===== src/rtl/csr_unit.sv =====
// csr_unit -- machine-mode CSR file for the single-cycle RV core.
//
// Executes CSRRW/CSRRS/CSRRC, flags illegal accesses, handles trap entry and
// mret, produces the direct/vectored trap target and keeps a 64-bit minstret.
//
// Optional feature: define CSR_MCYCLE_EN to add the 64-bit mcycle counter at
// 0xB00 (and mcycleh at 0xB80 when XLEN=32). Without it those addresses are
// unknown.
//
// Ports:
//   clk, rst                 core clock, synchronous active-high reset
//   csr_op                   00 none, 01 RW, 10 RS, 11 RC
//   csr_no_write             RS/RC with rs1=x0: read only, no write
//   csr_addr, csr_wdata      CSR address and rs1/zimm operand
//   csr_rdata, csr_illegal   old CSR value and illegal flag (combinational)
//   trap, trap_cause, trap_epc   trap request, mcause value, trapping PC
//   trap_vector              trap target PC (combinational)
//   mret, mret_epc           mret request, current mepc
//   retire                   instruction retired this cycle
//   mie                      mstatus.MIE
module csr_unit #(
    parameter int XLEN   = 32,
    parameter int HARTID = 0
) (
    input  logic            clk,
    input  logic            rst,
    input  logic [1:0]      csr_op,
    input  logic            csr_no_write,
    input  logic [11:0]     csr_addr,
    input  logic [XLEN-1:0] csr_wdata,
    output logic [XLEN-1:0] csr_rdata,
    output logic            csr_illegal,
    input  logic            trap,
    input  logic [XLEN-1:0] trap_cause,
    input  logic [XLEN-1:0] trap_epc,
    output logic [XLEN-1:0] trap_vector,
    input  logic            mret,
    output logic [XLEN-1:0] mret_epc,
    input  logic            retire,
    output logic            mie
);

    localparam logic [11:0] A_MSTATUS   = 12'h300;
    localparam logic [11:0] A_MTVEC     = 12'h305;
    localparam logic [11:0] A_MSCRATCH  = 12'h340;
    localparam logic [11:0] A_MEPC      = 12'h341;
    localparam logic [11:0] A_MCAUSE    = 12'h342;
    localparam logic [11:0] A_MINSTRET  = 12'hB02;
    localparam logic [11:0] A_MINSTRETH = 12'hB82;
    localparam logic [11:0] A_MHARTID   = 12'hF14;

    // mstatus keeps only its two writable bits; MPP is a constant on read.
    logic            mie_reg;
    logic            mpie_reg;
    logic [XLEN-1:0] mtvec_reg;
    logic [XLEN-1:0] mepc_reg;
    logic [XLEN-1:0] mcause_reg;
    logic [XLEN-1:0] mscratch_reg;
    logic [63:0]     minstret_reg;
    logic [63:0]     minstret_next;
`ifdef CSR_MCYCLE_EN
    localparam logic [11:0] A_MCYCLE    = 12'hB00;
    localparam logic [11:0] A_MCYCLEH   = 12'hB80;
    logic [63:0]     mcycle_reg;
    logic [63:0]     mcycle_next;
`endif

    logic [XLEN-1:0] mstatus_val;
    logic [XLEN-1:0] wval;
    logic [XLEN-1:0] tvec_base;
    logic            known;
    logic            read_only;
    logic            csr_we;

    always_comb begin
        mstatus_val        = '0;
        mstatus_val[12:11] = 2'b11;
        mstatus_val[7]     = mpie_reg;
        mstatus_val[3]     = mie_reg;
    end

    // Read decode: old value plus whether the address exists / is read-only.
    always_comb begin
        csr_rdata = '0;
        known     = 1'b1;
        read_only = 1'b0;
        case (csr_addr)
            A_MSTATUS:  csr_rdata = mstatus_val;
            A_MTVEC:    csr_rdata = mtvec_reg;
            A_MSCRATCH: csr_rdata = mscratch_reg;
            A_MEPC:     csr_rdata = mepc_reg;
            A_MCAUSE:   csr_rdata = mcause_reg;
            A_MINSTRET: csr_rdata = minstret_reg[XLEN-1:0];
            A_MINSTRETH: begin
                // The high-half alias only exists on RV32.
                if (XLEN == 32) csr_rdata = XLEN'(minstret_reg[63:32]);
                else            known     = 1'b0;
            end
`ifdef CSR_MCYCLE_EN
            A_MCYCLE:   csr_rdata = mcycle_reg[XLEN-1:0];
            A_MCYCLEH: begin
                if (XLEN == 32) csr_rdata = XLEN'(mcycle_reg[63:32]);
                else            known     = 1'b0;
            end
`endif
            12'hF11, 12'hF12, 12'hF13: read_only = 1'b1;
            A_MHARTID: begin
                csr_rdata = XLEN'(HARTID);
                read_only = 1'b1;
            end
            default:    known = 1'b0;
        endcase
    end

    always_comb begin
        case (csr_op)
            2'b10:   wval = csr_rdata | csr_wdata;
            2'b11:   wval = csr_rdata & ~csr_wdata;
            default: wval = csr_wdata;
        endcase
    end

    assign csr_illegal = (csr_op != 2'b00) && (!known || (read_only && !csr_no_write));

    // Trap and mret outrank the CSR write, which is then dropped entirely.
    assign csr_we = (csr_op != 2'b00) && !csr_no_write && !csr_illegal && !trap && !mret;

    assign tvec_base = {mtvec_reg[XLEN-1:2], 2'b00};

    always_comb begin
        trap_vector = tvec_base;
        if (mtvec_reg[1:0] == 2'b01 && trap_cause[XLEN-1])
            trap_vector = tvec_base + {trap_cause[XLEN-3:0], 2'b00};
    end

    // A committed write to either counter half replaces that cycle's increment.
    always_comb begin
        minstret_next = minstret_reg;
        if (csr_we && csr_addr == A_MINSTRET) begin
            if (XLEN == 32) minstret_next[31:0] = wval[31:0];
            else            minstret_next       = 64'(wval);
        end else if (csr_we && csr_addr == A_MINSTRETH) begin
            minstret_next[63:32] = wval[31:0];
        end else if (retire && !trap) begin
            minstret_next = minstret_reg + 64'd1;
        end
    end

`ifdef CSR_MCYCLE_EN
    always_comb begin
        mcycle_next = mcycle_reg + 64'd1;
        if (csr_we && csr_addr == A_MCYCLE) begin
            mcycle_next = mcycle_reg;
            if (XLEN == 32) mcycle_next[31:0] = wval[31:0];
            else            mcycle_next       = 64'(wval);
        end else if (csr_we && csr_addr == A_MCYCLEH) begin
            mcycle_next         = mcycle_reg;
            mcycle_next[63:32]  = wval[31:0];
        end
    end

    always_ff @(posedge clk) begin
        if (rst) mcycle_reg <= '0;
        else     mcycle_reg <= mcycle_next;
    end
`endif

    always_ff @(posedge clk) begin
        if (rst) begin
            mie_reg      <= 1'b0;
            mpie_reg     <= 1'b0;
            mtvec_reg    <= '0;
            mepc_reg     <= '0;
            mcause_reg   <= '0;
            mscratch_reg <= '0;
            minstret_reg <= '0;
        end else begin
            minstret_reg <= minstret_next;
            if (trap) begin
                mepc_reg   <= {trap_epc[XLEN-1:2], 2'b00};
                mcause_reg <= trap_cause;
                mpie_reg   <= mie_reg;
                mie_reg    <= 1'b0;
            end else if (mret) begin
                mie_reg    <= mpie_reg;
                mpie_reg   <= 1'b1;
            end else if (csr_we) begin
                case (csr_addr)
                    A_MSTATUS: begin
                        mie_reg  <= wval[3];
                        mpie_reg <= wval[7];
                    end
                    // Reserved modes 2/3 fall back to direct mode.
                    A_MTVEC:    mtvec_reg    <= {wval[XLEN-1:2], wval[1] ? 2'b00 : wval[1:0]};
                    A_MSCRATCH: mscratch_reg <= wval;
                    A_MEPC:     mepc_reg     <= {wval[XLEN-1:2], 2'b00};
                    A_MCAUSE:   mcause_reg   <= wval;
                    default: ;
                endcase
            end
        end
    end

    assign mret_epc = mepc_reg;
    assign mie      = mie_reg;

endmodule


===== config.mk =====
export PLATFORM = sky130hd
export DESIGN_NAME = csr_unit
export DESIGN_NICKNAME = d
export VERILOG_FILES = /design/src/rtl/csr_unit.sv
export SDC_FILE = /design/constraint.sdc
export NUM_CORES = 1
export LEC_CHECK = 0
export ABC_AREA = 0
export BUFFER_PORTS_ARGS = -buffer_cell sky130_fd_sc_hd__buf_2
export CELL_PAD_IN_SITES_DETAIL_PLACEMENT = 0
export CELL_PAD_IN_SITES_GLOBAL_PLACEMENT = 1
export CORE_MARGIN = 3
export CORE_UTILIZATION = 42
export DETAILED_ROUTE_END_ITERATION = 6
export PLACE_DENSITY_LB_ADDON = 0.1
export SYNTH_ARGS = -nofsm -noshare
export SYNTH_HDL_FRONTEND = slang
export SYNTH_SLANG_ARGS = --single-unit

===== constraint.sdc =====
create_clock -name clk -period 5.3 [get_ports clk]
set_input_delay 1.06 -clock clk [delete_from_list [all_inputs] [get_ports clk]]
set_output_delay 1.06 -clock clk [all_outputs]
set_load 0.02 [all_outputs]

==> impl_metrics.py, run 1 <==
metrics = {
    "outcome": {
        "status": "finished, final reports clean",
    },
    "synthesis": {
        "yosysUniqueCellTypes": 94,
        "synth-async-reset-ratio_pct": 0,
        "synthCells": 1758,
        "seq_area_frac_synth_pct": 29.1,
        "syn-cell-area_sq_um": 13100,
        "synth_top_area_share_pct": 29.1,
        "synthTopCellsByArea": "dfxtp_1 (29%), a21oi_1 (7.1%), nand2_1 (7.1%), o21ai_0 (4.8%), nor2_1 (3.9%)",
        "yosysTopAreaCell": "dfxtp_1",
        "synth-edff-count": 0,
        "syn_avg_cell_area_sq_um": 7.47,
        "synth_top_flop_cell": "dfxtp_1",
        "synth-seq-cells": 191,
        "yosysWarningCount": 0,
    },
    "cts": {
        "h-tree-depth": 4,
        "root_buffer": "clkbuf_16",
        "cts_setup_buffers": 0,
        "max-clock-path-buffers": 2,
        "clock-sinks": 191,
        "cts_tree": "built",
        "ctsHoldBuffers": 0,
        "worstSkewPairLatency_ns": 0.44,
        "cts_buffers": 17,
        "path_clk_slew_ns": 0.07,
    },
    "routing": {
        "wl_per_cell_um": 23.8,
        "vias": 14335,
        "drc": 0,
        "ant_nets": 0,
        "drt_iter0_drc": 1436,
        "via_per_inst": 6.26,
        "dr.pass1.iters": 5,
        "routed_wl_um": 54500,
    },
    "timing": {
        "fmax_mhz": 201,
        "post-route-period-util_pct": 93.7,
        "rsz0062_at_grt": "false",
        "worstMarginPinSlew_ns": 1.08,
        "finalSetupViolCount": 0,
        "slew_viol_final": 0,
        "hold_viol_final": 0,
        "slew_headroom_pct": 27.0,
        "skew_ns": 0.0174,
        "period_needed_ns": 4.96,
        "tns_ns": 0,
    },
    "pwr": {
        "power.density_nw_per_um2": 217,
        "vdd_drop_max_mv": 0.216,
        "p_leak_nw": 5.92,
    },
    "critical_path": {
        "critPathArrivalTime_ns": 3.90,
        "start_kind": "primary input",
        "crit_fanout": 3,
        "required_ns": 4.24,
        "end_kind": "output pin",
        "critPathKind": "primary input to output pin",
    },
    "global_route": {
        "grt_max_degree": 125,
        "antenna_found_initial": 0,
        "grt_pass1_vias": 13417,
        "overflow": 0,
        "grt_use_total_pct": 31.4,
        "grt_pass1_wl_um": 82100,
    },
    "die": {
        "initial_utilization_pct": 42.8,
        "core_sq_um": 30700,
        "dieWidth_um": 183,
        "pin_count": 214,
        "row_count": 64,
        "die_h_um": 183,
        "die-area_sq_um": 33400,
    },
    "final_layout": {
        "multi_input_area_sq_um": 8500,
        "layout_common_cells": "nand2_1 (247), buf_2 (206), dfxtp_1 (191)",
        "seqCellArea_sq_um": 3820,
        "diodes": 0,
        "syn2layout_area_growth_pct": 13.3,
        "fin_nets": 2027,
        "drive_above_1_share_pct": 18.2,
        "finish.instance_area_sq_um": 14900,
        "n_fill_cell": 3111,
        "largest_reg_flops": 64,
        "final_common_cell": "nand2_1",
    },
    "placement": {
        "place_congestion": 0.953,
        "place_area_sq_um": 14300,
        "dp_hpwl_um": 39400,
        "numPortBuffers": 207,
    },
    "run": {
        "max_cap_viol_count": 0,
    },
    "worst_hold_path": {
        "min-delay-path-class": "flip-flop to flip-flop",
    },
}
## cell families (layout without fill, tap and decap cells)
logic type	after synthesis	after routing	share of synthesized area, %
AND/OR/NAND/NOR	627	627	23.7
adder cells (fa/ha/maj)	31	31	3.01
flip-flops	191	191	29.1
multiplexers	48	48	3.69
other	1	4	0.0285
XOR/XNOR	31	31	2.07
buffers and inverters	189	321	6.50
AO/OA/AOI/OAI	640	640	31.9
## cell usage after synthesis (13+ instances only)
master     count
and3_1        27
inv_1         45
xor2_1        14
dfxtp_1      191
buf_2         37
a22oi_1       65
or2_2         15
a211oi_1      55
clkbuf_1      79
o21ai_1       14
a21oi_1      186
a21o_1        17
buf_4         21
nand2_1      248
ha_1          30
nand4_1       16
a31oi_1       15
nand3_1       49
o21ai_0      126
a31o_2        13
o211ai_1      15
o2bb2ai_1     27
nor2_1       138
nor3_1        26
mux2i_1       45
a221oi_1      24
xnor2_1       17
nor3b_1       14
## worst paths after layout
kind	to	cells after the start	slack, ns	start
hold reg to reg	mscratch_reg[21]	2	0.45	mscratch_reg[21]
hold / removal	mscratch_reg[21]	2	0.45	mscratch_reg[21]
setup reg to reg	minstret_reg[62]	8	2.35	minstret_reg[0]
setup / recovery	trap_vector[28]	13	0.34	trap_cause[0]
## per-stage QoR
step | setup WS (ns) | power (W) | std cells | util, % | hold slack, ns
2_1_floorplan | 0.794 | 0.00175 | 1761 | - | 0.431
3_3_place_gp | 0.364 | 0.00193 | 2257 | 46.7 | 0.438
3_5_place_dp | 0.334 | 0.00194 | 2257 | 46.7 | 0.443
4_1_cts | 0.321 | 0.00323 | 2289 | 48.5 | 0.454
5_1_grt | 0.147 | 0.00332 | 2289 | 48.5 | 0.475
6_report | 0.336 | 0.00323 | 2289 | 48.5 | 0.453
## layer usage
layer | up-vias | GRT usage (%) | part of all wire, %
met5 | - | 0 | 0
met4 | 0 | 12.8 | 4.3
met3 | 107 | 4.52 | 7.3
met2 | 684 | 49.5 | 45
met1 | 6828 | 43.4 | 44
li1 | 6716 | - | -
## worst max-delay path, stage by stage
cell      delay [ns]
buf_2           0.12
ha_1            0.20
inv_1           0.07
fa_1            0.21
nor2b_1         0.08
o211a_1         0.23
o211ai_1        0.44
a311oi_1        0.25
a221oi_2        0.41
o21ai_0         0.21
or3_1           0.37
nand3_1         0.08
buf_2           0.16
## layout make-up
class,count,share of cell area [%]
multi-input combinational,1381,57.1
tap,396,3.33
timing repair buffer,243,8.90
sequential,191,25.7
clock buffer,19,2.91
clock inverter,13,0.916
inverter,46,1.16
## repair_timing
action,in CTS,in global routing
endpoints found under the setup margin,0,1
gates resized for setup,0,1
hold endpoints to repair,0,0
## where the power goes
group          leakage (nW)  switching (W)  internal (W)
clock                 0.282       0.000622      0.000699
sequential             1.55      0.0000298       0.00147
combinational          4.09       0.000284      0.000128
total                  5.92       0.000936       0.00230
Note: power is estimated with default switching activity, not from simulation.
==> inputs of run 2 (changes only) <==
--- a/config.mk
+++ b/config.mk
@@ -5,12 +5,12 @@
 export SDC_FILE = /design/constraint.sdc
 export NUM_CORES = 1
 export LEC_CHECK = 0
-export ABC_AREA = 0
+export ABC_AREA = 1
 export BUFFER_PORTS_ARGS = -buffer_cell sky130_fd_sc_hd__buf_2
 export CELL_PAD_IN_SITES_DETAIL_PLACEMENT = 0
 export CELL_PAD_IN_SITES_GLOBAL_PLACEMENT = 1
 export CORE_MARGIN = 3
-export CORE_UTILIZATION = 42
+export CORE_UTILIZATION = 40
 export DETAILED_ROUTE_END_ITERATION = 6
 export PLACE_DENSITY_LB_ADDON = 0.1
 export SYNTH_ARGS = -nofsm -noshare
==> impl_metrics.py, run 2 <==
metrics = {
    "placement": {
        "dp_cells": 3186,
        "dp_hpwl_um": 52300,
        "numPortBuffers": 207,
        "place_ws_ns": 0.850,
        "place_congestion": 0.989,
        "place_area_sq_um": 16100,
    },
    "cts": {
        "cts_tree": "built",
        "postCtsResizedCells": 0,
        "root_buffer": "clkbuf_16",
        "worstSkewPairLatency_ns": 0.47,
        "ctsHoldBuffers": 0,
        "cts_setup_buffers": 0,
        "path_clk_slew_ns": 0.08,
        "clock-sinks": 191,
        "max-clock-path-buffers": 2,
        "h-tree-depth": 4,
        "cts_buffers": 17,
    },
    "global_route": {
        "grt_use_total_pct": 34.0,
        "grtUsageMet3_pct": 4.99,
        "grt_pass1_wl_um": 99800,
        "overflow": 0,
        "grt_pass1_vias": 16190,
        "grt_max_degree": 122,
        "met1_usage_pct": 46.3,
        "grt-busiest-layer": "met2",
        "antenna_found_initial": 1,
        "gr-usage-met2_pct": 54.5,
    },
    "synthesis": {
        "synthCells": 2602,
        "synth-seq-cells": 191,
        "yosysUniqueCellTypes": 49,
        "yosysWarningCount": 0,
        "syn_avg_cell_area_sq_um": 5.67,
        "synth_top_flop_cell": "dfxtp_1",
        "synth_top_area_share_pct": 25.9,
        "synthTopCellsByArea": "dfxtp_1 (26%), nand2_1 (19%), nor2_1 (12%), o21ai_0 (8.1%), a21oi_1 (6.1%)",
        "yosysTopAreaCell": "dfxtp_1",
        "syn-cell-area_sq_um": 14700,
        "synth.most_common_cell": "nand2_1",
        "synth-edff-count": 0,
        "synth_common_cells": "nand2_1 (756), nor2_1 (465), o21ai_0 (240)",
        "synth-async-reset-ratio_pct": 0,
        "seq_area_frac_synth_pct": 25.9,
    },
    "routing": {
        "wl_per_cell_um": 21.1,
        "dr.pass1.iters": 6,
        "via_per_inst": 5.49,
        "routed_wl_um": 67700,
        "drt_iter0_drc": 1698,
        "vias": 17651,
        "ant_nets": 0,
        "drc": 0,
    },
    "die": {
        "core_sq_um": 35900,
        "initial_utilization_pct": 41.1,
        "die-area_sq_um": 39200,
        "row_count": 69,
        "die_h_um": 198,
        "dieWidth_um": 198,
        "pin_count": 214,
    },
    "critical_path": {
        "crit_fanout": 5,
        "end_kind": "output pin",
        "start_kind": "primary input",
        "reg2reg_slack_ns": 2.46,
        "critPathArrivalTime_ns": 3.41,
        "r2r_end": "minstret_reg[60]",
        "reg2reg_from": "minstret_reg[0]",
        "critPathKind": "primary input to output pin",
        "required_ns": 4.24,
        "rr_worst_depth": 11,
    },
    "final_layout": {
        "seqCellArea_sq_um": 3820,
        "n_fill_cell": 4020,
        "fin_cells": 3218,
        "drive_above_1_share_pct": 11.8,
        "largest_reg_flops": 64,
        "diodes": 0,
        "multi_input_area_sq_um": 9490,
        "layout_common_cells": "nand2_1 (756), nor2_1 (465), o21ai_0 (240)",
        "fin_nets": 2891,
        "final_common_cell": "nand2_1",
        "finish.instance_area_sq_um": 16700,
        "syn2layout_area_growth_pct": 13.4,
    },
    "worst_hold_path": {
        "hp-start": "mcause_reg[16]",
        "hold-path-cell-count": 2,
        "min-delay-path-class": "flip-flop to flip-flop",
        "holdPathEnd": "mcause_reg[16]",
    },
    "timing": {
        "fmax_mhz": 224,
        "finalSetupViolCount": 0,
        "tns_ns": 0,
        "rsz0062_at_grt": "false",
        "hold_viol_final": 0,
        "period_needed_ns": 4.47,
        "slew_viol_final": 0,
        "post-route-period-util_pct": 84.4,
        "slew_headroom_pct": 12.7,
        "fin_ws_ns": 0.826,
        "worstMarginPinSlew_ns": 1.30,
        "skew_ns": 0.0167,
    },
    "pwr": {
        "power.density_nw_per_um2": 209,
        "p_leak_nw": 7.70,
        "vdd_drop_max_mv": 0.217,
    },
    "outcome": {
        "status": "finished, final reports clean",
    },
    "run": {
        "max_cap_viol_count": 0,
    },
}
[run 2: cell count changes after synthesis, moves of 27 or more]
cell	change
o2bb2ai_1	-27
nand2_1	+508
inv_1	+192
a22oi_1	-65
mux2i_1	-45
a211oi_1	-55
and3_1	-27
xor2_1	+27
o21ai_0	+114
nand3_1	+92
nor2_1	+327
[run 2: layer usage]
layer  wire, um  up-vias
li1           -     8620
met1      29500     8138
met2      30100      779
met3       5210      112
met4       2860        2
met5         14        -
[run 2: worst max-delay path, cell delays in order]
cell and delay (ns):
buf_2 0.09, ha_1 0.19, inv_1 0.06, fa_1 0.35, inv_1 0.08, nand2_1 0.06
o21ai_0 0.16, buf_4 0.17, nand2_1 0.05, nand2_1 0.15, nand2_1 0.07, nand2_1 0.21
a21boi_0 0.15, and2_1 0.16, o21ai_0 0.12, o21ai_0 0.09, buf_2 0.17
[run 2: per-stage QoR]
stage	util, %	total power, W	hold slack (ns)
final	46.6	0.00350	0.471
after floorplan	-	0.00186	0.440
after global placement	44.9	0.00207	0.454
after detailed placement	44.9	0.00208	0.458
after CTS	46.6	0.00350	0.470
after global routing	46.6	0.00361	0.488
[run 2: layout make-up]
class                   instances  share of cell area, %
repair buffers                235                   7.60
clock buffers                  19                   2.65
flip-flops and latches        191                   22.9
inverters                     251                   5.66
clock inverters                13                   1.05
well taps                     461                   3.45
multi-input cells            2048                   56.7
[run 2: how the worst max path moves through the flow]
stage,endpoint,start,slack (ns)
final,trap_vector[20],trap_cause[0],0.83
after global routing,trap_vector[23],trap_cause[10],0.56
after CTS,trap_vector[16],trap_cause[0],0.84
after detailed placement,trap_vector[16],trap_cause[0],0.85
after global placement,trap_vector[16],trap_cause[0],0.85
after floorplan,trap_vector[16],trap_cause[0],1.14
[run 2: cell families (layout without fill, tap and decap cells)]
group	Yosys count	in the layout	synth area share, %
compound gates	464	464	16.4
other cells	1	4	0.0254
fa+ha+maj	31	31	2.68
simple gates	1501	1501	42.2
xor+xnor	48	48	2.85
flops	191	191	25.9
buf+inv	366	518	9.92
[run 2: report_power, final]
group / internal [W] / switching (W)
Sequential: 0.00148 / 0.0000528
Combinational: 0.000152 / 0.000362
Clock: 0.000770 / 0.000674
